===== src/rtl/regfile_sb_if.sv =====
// Bus bundle for regfile_sb: writeback, read ports, reservation and flush.
// master = core issue/writeback side, slave = register file.
interface regfile_sb_if #(
  parameter int XLEN       = 32,
  parameter int ADDR_WIDTH = 5,
  parameter int NUM_READ   = 2
);
  logic                         write_enable;
  logic [ADDR_WIDTH-1:0]        rd_address;
  logic [XLEN-1:0]              rd_data;
  logic [NUM_READ*ADDR_WIDTH-1:0] read_address;
  logic [NUM_READ*XLEN-1:0]     read_data;
  logic [NUM_READ-1:0]          read_busy;
  logic                         reserve_enable;
  logic [ADDR_WIDTH-1:0]        reserve_address;
  logic                         reserve_accept;
  logic                         flush;
  logic [ADDR_WIDTH:0]          pending_count;

  modport master (
    output write_enable, rd_address, rd_data, read_address,
    output reserve_enable, reserve_address, flush,
    input  read_data, read_busy, reserve_accept, pending_count
  );

  modport slave (
    input  write_enable, rd_address, rd_data, read_address,
    input  reserve_enable, reserve_address, flush,
    output read_data, read_busy, reserve_accept, pending_count
  );
endinterface


===== src/rtl/regfile_sb.sv =====
// Multi-read-port integer register file with a per-register pending scoreboard.
// Issue reserves a destination, writeback releases it, flush drops all reservations.
module regfile_sb #(
  parameter int XLEN       = 32,
  parameter int ADDR_WIDTH = 5,
  parameter int NUM_READ   = 2,
  parameter int BYPASS     = 1,
  parameter int ZERO_REG   = 1
) (
  input  logic         clock,
  input  logic         reset,
  regfile_sb_if.slave  bus
);
  localparam int NREGS      = 2 ** ADDR_WIDTH;
  localparam int CW         = ADDR_WIDTH + 1;
  localparam bit USE_BYPASS = (BYPASS != 0);
  localparam bit USE_ZERO   = (ZERO_REG != 0);

  // Power-up values make reads return zero even before the first reset.
  logic [XLEN-1:0]  regs_reg [NREGS] = '{default: '0};
  logic [NREGS-1:0] pending_reg = '0;
  logic [NREGS-1:0] pending_next;
  logic [CW-1:0]    count_reg = '0;
  logic [CW-1:0]    count_next;
  logic             write_allowed;
  logic             reserve_zero;
  logic             accept;

  assign write_allowed = bus.write_enable && !(USE_ZERO && (bus.rd_address == '0));
  assign reserve_zero  = USE_ZERO && (bus.reserve_address == '0);

  // Judged against the current pending bit only, so there is no path from the write port.
  assign accept = bus.reserve_enable && !pending_reg[bus.reserve_address]
                  && !bus.flush && !reserve_zero;

  assign bus.reserve_accept = accept;
  assign bus.pending_count  = count_reg;

  always_ff @(posedge clock) begin
    if (reset) begin
      for (int i = 0; i < NREGS; i++) begin
        regs_reg[i] <= '0;
      end
    end else if (write_allowed) begin
      regs_reg[bus.rd_address] <= bus.rd_data;
    end
  end

  // Priority: release, then flush, then reserve, so a same-cycle reserve wins.
  always_comb begin
    pending_next = pending_reg;
    if (bus.write_enable) begin
      pending_next[bus.rd_address] = 1'b0;
    end
    if (bus.flush) begin
      pending_next = '0;
    end
    if (accept) begin
      pending_next[bus.reserve_address] = 1'b1;
    end
  end

  always_comb begin
    count_next = '0;
    for (int i = 0; i < NREGS; i++) begin
      count_next = count_next + CW'(pending_next[i]);
    end
  end

  always_ff @(posedge clock) begin
    if (reset) begin
      pending_reg <= '0;
      count_reg   <= '0;
    end else begin
      pending_reg <= pending_next;
      count_reg   <= count_next;
    end
  end

  genvar gi;
  generate
    for (gi = 0; gi < NUM_READ; gi++) begin : g_read
      logic [ADDR_WIDTH-1:0] addr;
      logic [XLEN-1:0]       data;
      logic                  busy;

      assign addr = bus.read_address[gi*ADDR_WIDTH +: ADDR_WIDTH];

      always_comb begin
        data = regs_reg[addr];
        busy = pending_reg[addr];
        if (USE_ZERO && (addr == '0)) begin
          data = '0;
          busy = 1'b0;
        end else if (USE_BYPASS && bus.write_enable && (bus.rd_address == addr)) begin
          data = bus.rd_data;
          busy = 1'b0;
        end
      end

      assign bus.read_data[gi*XLEN +: XLEN] = data;
      assign bus.read_busy[gi]              = busy;
    end
  endgenerate
endmodule

===== src/flat_wrapper.sv =====
// flat-port wrapper written by rule: the top's interface ports become plain ports
module regfile_sb_flat 
#(
  parameter int XLEN       = 32,
  parameter int ADDR_WIDTH = 5,
  parameter int NUM_READ   = 2,
  parameter int BYPASS     = 1,
  parameter int ZERO_REG   = 1
)
  (clock, reset, bus_write_enable, bus_rd_address, bus_rd_data, bus_read_address, bus_reserve_enable, bus_reserve_address, bus_flush, bus_read_data, bus_read_busy, bus_reserve_accept, bus_pending_count);
  regfile_sb_if #(.XLEN(XLEN), .ADDR_WIDTH(ADDR_WIDTH), .NUM_READ(NUM_READ)) bus_i ();
  input  logic clock;
  input  logic reset;
  input wire logic [$bits(bus_i.write_enable)-1:0] bus_write_enable;
  input wire logic [$bits(bus_i.rd_address)-1:0] bus_rd_address;
  input wire logic [$bits(bus_i.rd_data)-1:0] bus_rd_data;
  input wire logic [$bits(bus_i.read_address)-1:0] bus_read_address;
  input wire logic [$bits(bus_i.reserve_enable)-1:0] bus_reserve_enable;
  input wire logic [$bits(bus_i.reserve_address)-1:0] bus_reserve_address;
  input wire logic [$bits(bus_i.flush)-1:0] bus_flush;
  output wire logic [$bits(bus_i.read_data)-1:0] bus_read_data;
  output wire logic [$bits(bus_i.read_busy)-1:0] bus_read_busy;
  output wire logic [$bits(bus_i.reserve_accept)-1:0] bus_reserve_accept;
  output wire logic [$bits(bus_i.pending_count)-1:0] bus_pending_count;
  assign bus_i.write_enable = bus_write_enable;
  assign bus_i.rd_address = bus_rd_address;
  assign bus_i.rd_data = bus_rd_data;
  assign bus_i.read_address = bus_read_address;
  assign bus_i.reserve_enable = bus_reserve_enable;
  assign bus_i.reserve_address = bus_reserve_address;
  assign bus_i.flush = bus_flush;
  assign bus_read_data = bus_i.read_data;
  assign bus_read_busy = bus_i.read_busy;
  assign bus_reserve_accept = bus_i.reserve_accept;
  assign bus_pending_count = bus_i.pending_count;
  regfile_sb #(.XLEN(XLEN), .ADDR_WIDTH(ADDR_WIDTH), .NUM_READ(NUM_READ), .BYPASS(BYPASS), .ZERO_REG(ZERO_REG)) u_core (.clock(clock), .reset(reset), .bus(bus_i));
endmodule

===== config.mk =====
export PLATFORM = sky130hd
export DESIGN_NAME = regfile_sb_flat
export DESIGN_NICKNAME = d
export VERILOG_FILES = /design/src/rtl/regfile_sb_if.sv /design/src/rtl/regfile_sb.sv /design/src/flat_wrapper.sv
export SDC_FILE = /design/constraint.sdc
export NUM_CORES = 2
export LEC_CHECK = 0
export CORE_MARGIN = 5
export CORE_UTILIZATION = 35
export CTS_CLUSTER_DIAMETER = 150
export DETAILED_ROUTE_END_ITERATION = 7
export GPL_TIMING_DRIVEN = 0
export REMOVE_ABC_BUFFERS = 1
export SLEW_MARGIN = 20
export SYNTH_ARGS = -nofsm -noshare
export SYNTH_HDL_FRONTEND = slang
export SYNTH_SLANG_ARGS = --single-unit

===== constraint.sdc =====
create_clock -name clock -period 7.7 [get_ports clock]
set_clock_uncertainty 0.2 [all_clocks]
set_input_delay 0.77 -clock clock [delete_from_list [all_inputs] [get_ports clock]]
set_output_delay 0.77 -clock clock [all_outputs]
set_load 0.05 [all_outputs]

; ---- Word level (Yosys, flattened, before mapping)
; Memories as Yosys holds them, arrays and structs flattened.
; Index checks and enable logic that the tools add are counted.
; W data, S select, Z words.
[classes]
addsub = 31
eq_ne = 2
magnitude_cmp = 6
n_reduce_logical = 17
bitwise_logic = 3
mux = 29
[ops]
columns = op, n
row1 = $mux W32, 8
row2 = $add A6 B1 Y6, 30
row3 = $and A32 B32 Y32, 1
row4 = $not A32 Y32, 1
row5 = $or A32 B32 Y32, 1
row6 = $reduce_or A32 Y1, 1
row7 = $lt A5 B6 Y1 const B, 4
row8 = $logic_not A5 Y1, 4
row9 = $bmux W1 S5, 3
row10 = $mux W1, 15
row11 = $demux W1 S5, 2
row12 = $eq A5 B5 Y1, 2
row13 = $ge A5 B1 Y1 const B, 2
row14 = $logic_and A1 B1 Y1, 8
row15 = $mux W5, 1
row16 = $logic_not A1 Y1, 4
row17 = $add A1 B1 Y2, 1
[totals]
ram_bits = 1024
output_inout_bits = 73
reg_bits = 38
in_bits = 57
wordCells = 91
memories = 1
[mem_list]
columns = name, depth, width, read_ports, rd_ports_with_merged_regs, write_ports, line_no
row1 = u_core.regs_reg, 32, 32, 2, 0, 32, regfile_sb.sv:20  ; logic [XLEN-1:0] regs_reg [NREGS] = '{default: '0};

; ---- Logic depth before layout (Yosys ltp)
[depth]
word_depth = 41
ltp_mapped = 25
ltp_nobuf = 23

; ---- Worst setup path before layout
; OpenSTA, ideal clock, no wires.
[synth_timing]
kind = input -> register
from = input port bus_reserve_address[1]
to = register u_core.count_reg[4], in the netlist u_core.bus.pending_count[4]
setup_ns = 0.128
path_buffers = 2
path_stages = 24
required_ns = 7.372
slack_ns = 0.843
t_arrival_ns = 6.530
path_cell_list = buf_6 > mux4_2 > a22oi_1 > o2111a_2 > and3_1 > buf_2 > a21oi_1 > fa_1 > fa_1 > inv_1 > fa_1 > inv_1 > fa_1 > fa_1 > inv_1 > fa_1 > inv_1 > fa_1 > inv_1 > fa_1 > a21o_1 > a21oi_1 > xor2_1 > nor2_1
[synth_between]
elab_chain_cells = 38
word_cells_on_any_way = 46
cone_classes = add/sub: 31 / order compare: 2 / mux: 5 / bitwise: 1 / reduce/logical: 7
[synth_rtl]
columns = item, line_no
row1 = from (decl), flat_wrapper.sv:19  ; input wire logic [$bits(bus_i.reserve_address)-1:0] bus_reserve_address;
row2 = "parallel branches: the longest is 6 deep, another holds $lt A5 B6 Y1", -
row3 = $mux W32 (*), regfile_sb.sv:58  ; if (accept) begin
row4 = $add A1 B1 Y2, regfile_sb.sv:66  ; count_next = count_next + CW'(pending_next[i]);
row5 = $add A6 B1 Y6 (29 in series), regfile_sb.sv:66
row6 = $add A6 B1 Y6 (*), regfile_sb.sv:66
row7 = to (signal assigned), regfile_sb.sv:76  ; count_reg <= count_next;
row8 = to (decl), regfile_sb.sv:23  ; logic [CW-1:0] count_reg = '0;
; Mark *: on every way between the ends. The select of a mux whose other input is x is not followed.
; A chain may end at the register's enable or synchronous reset.

; ---- Worst setup path in the final report
[layout_timing]
from = input port bus_reserve_address[0]
to = register u_core.count_reg[4], in the netlist u_core.bus.pending_count[4]
; The elaborated chain is that of the path after synthesis.

==> results.md <==
- Vert. Die Dim: 420.2 µm
- Total Wirelength: 213.1 mm
- Crit path required time: 8.13 ns
- Sequential share of the synthesized area: 0.5351
- Max-slew violations: 0
- Top cell type's share of synthesized area: 0.5222
- Drt wl/cell: 32.88 µm
- Initial Utilization: 0.3521
- Syn Area/Cell: 14.09 µm²
- Iter 0 DRT Violations: 5918
- Leak Pwr: 23.89 nW
- Reg clk slew, reported paths: 0.06 ns
- Routed via count: 39700
- Peak VDD IR: 0.0001895 V
- Number of clock sinks: 1062
- Share of cells above drive strength 1: 0.2122
- Initial antenna violation count: 23
- CTS tree: done
- Max FFs per register: 1024
- Core footprint: 167200 µm²
- Clock period minus worst slack: 7.435 ns
- H-tree depth: 3
- Ys flop type: edfxtp_1
- PD cells: 208.2 nW/µm²
- Slew margin rel.: 0.1957
- Worst-Skew Late Latency: 0.75 ns
- Root Driver: clkbuf_16
- Drt drc: 0
- TritonCTS buffer count: 116
- Maxcap violations: 0
- Total Routing Usage GR: 0.2377
- Io pins: 130
- CTS Buffer Depth: 3
- DIE WIDTH: 420.2 µm
- Final HPWL DP: 144.4 mm
- CP arrival: 7.86 ns
- Grt ovf: 0
- Worst Tran Pin Value: 1.206 ns
- Post-layout util: 0.4133
- # port buffers: 129
- Total power: 0.01439 W
- Largest net degree at the start of global routing: 74
- Period utilisation layout: 0.9656
- Worst Path Max Fanout: 16
- Die ar.: 176600 µm²
- Most area-consuming cells after synthesis: edfxtp_1 (52%), mux4_2 (16%), and2_1 (11%)
- RSZ-0062 raised after global routing: false
- Crit path max-delay cell type: clkdlybuf4s50_1
- First-pass GRT wire length: 299.7 mm
- Vias in the first global route: 39740
- Area grow syn2layout: 17.36%
- Nets: 4259
- Mapped Cells: 4179
- Cell variety after synth: 80
- RePlAce Congestion: 0.8323
- Post-synth design cell area: 58890 µm²
- Syn. warnings: 0
- Detail Route Antenna Nets: 0
- Worst hold path type: in2reg
- DR pass1 iterations: 6
- Most used cell, CP: fa_1
- Most frequent cells after synthesis: edfxtp_1 (1024), and2_1 (996), mux4_2 (430)
- Critical path startpoint category: input port
- CP Class: in2reg
- Row Count: 150
- EDFF count, synth: 1024
- CP peak stage delay: 0.84 ns
- Async S/R FF share, synth: 0
- DR vias/cell: 6.123
- F_max: 134.5 MHz
- Worst-path cell chain: clkdlybuf4s50_1 > mux4_2 > a22oi_1 > o2111a_2 > and3_1 > a21oi_1 > fa_1 > fa_1 > inv_1 > fa_1 > inv_1 > fa_1 > fa_1 > inv_1 > fa_1 > inv_1 > fa_1 > inv_1 > fa_1 > a21o_1 > a21oi_1 > xor2_1 > nor2_1
- Final hold vios: 0
- #FFs+latches synth: 1062
- Final setup violation count: 0
- Area leader, netlist: edfxtp_1
- Worst Setup End Kind: flop
- Count leader, synth: edfxtp_1
- Status: finished clean
[path summary, 6_finish.rpt]
check                           slack [ns]              startpoint                           to  cells past startpoint
worst max-delay path                  0.27  bus_reserve_address[0]  u_core.bus.pending_count[4]                     23
worst min-delay path                  0.23                   reset        u_core.regs_reg[0][2]                      1
worst max register to register        0.70  u_core.pending_reg[13]  u_core.bus.pending_count[4]                     22
worst min register to register        0.38  u_core.pending_reg[19]       u_core.pending_reg[19]                      2
[timing repair]
| action | in CTS | in global routing |
|---|---|---|
| buffers inserted | 0 | 0 |
| hold endpoints to repair | 0 | 0 |
| hold buffers | 0 | 0 |
| endpoints found under the setup margin | 1 | 1 |
| gates resized for setup | 1 | 2 |
[cell usage in the layout, fill, tap and decap left out, drive strengths merged, types with 20 or more instances in the layout]
cell and count:
a221o 20, nor3 26, conb 32, o211a 25, a21oi 52, buf 196, a221oi 80, clkdlybuf4s50 98
clkbuf 151, nor2 92, edfxtp 1024, mux4 432, and2 998, mux2i 242, o22ai 84, nand2 84
o211ai 26, dfxtp 38, o21ai 128, inv 36, clkinv 58, nand2b 21, nand3 50, fa 24
[logic make-up after synthesis]
kind of cell,after synthesis,synth area share
compound gates,564,0.06872
xor+xnor,13,0.001934
fa+ha+maj,32,0.009859
buf+inv,489,0.04169
flops,1062,0.5351
mux,681,0.2078
other cells,1,0.00006368
simple gates,1337,0.1348
[per-layer routing]
layer / routed length (µm) / track usage
met5: 0 / 0
met4: 12450 / 0.1161
met3: 21700 / 0.04668
met2: 98500 / 0.3757
met1: 80490 / 0.3151
[worst max-delay path, delay by kind of cell]
family / cells / cell delay [ns]
adders and majority gates: 8 / 3.64
AOI/OAI and AO/OA: 5 / 1.18
buffers and inverters: 6 / 1.16
and+or+nand+nor: 2 / 0.51
muxes: 1 / 0.44
xor gates and xnor gates: 1 / 0.15
[stage by stage]
step | instance area [µm²] | setup TNS (ns) | hold slack [ns] | instances | setup slack (ns)
floorplan | 56680 | 0 | 0.3141 | 3757 | 0.8707
global placement | 60730 | -6694.60 | 0.3513 | 6090 | -20.78
detailed placement | 65500 | -3.615 | 0.3680 | 6255 | -0.9100
CTS | 69140 | 0 | 0.1922 | 6472 | 0.1580
global route | 69090 | 0 | 0.1958 | 6475 | 0.03677
finish | 69110 | 0 | 0.2286 | 6483 | 0.2652
[power by group]
part           total [W]  internal (W)  switching [W]
Sequential       0.00679       0.00664       0.000151
Combinational    0.00216      0.000856        0.00130
Clock            0.00544       0.00301        0.00242
Total             0.0144        0.0105        0.00388
[final cells by class]
type	count	area, µm²
fillers	15000	98110
flip-flops and latches	1062	31510
multi-input cells	2659	25740
repair buffers	295	5300
clock buffers	150	3030
well taps	2204	2758
clock inverters	67	605.6
inverters	36	146.4
diodes	10	25.02
Note: power is estimated with default switching activity, not from simulation.
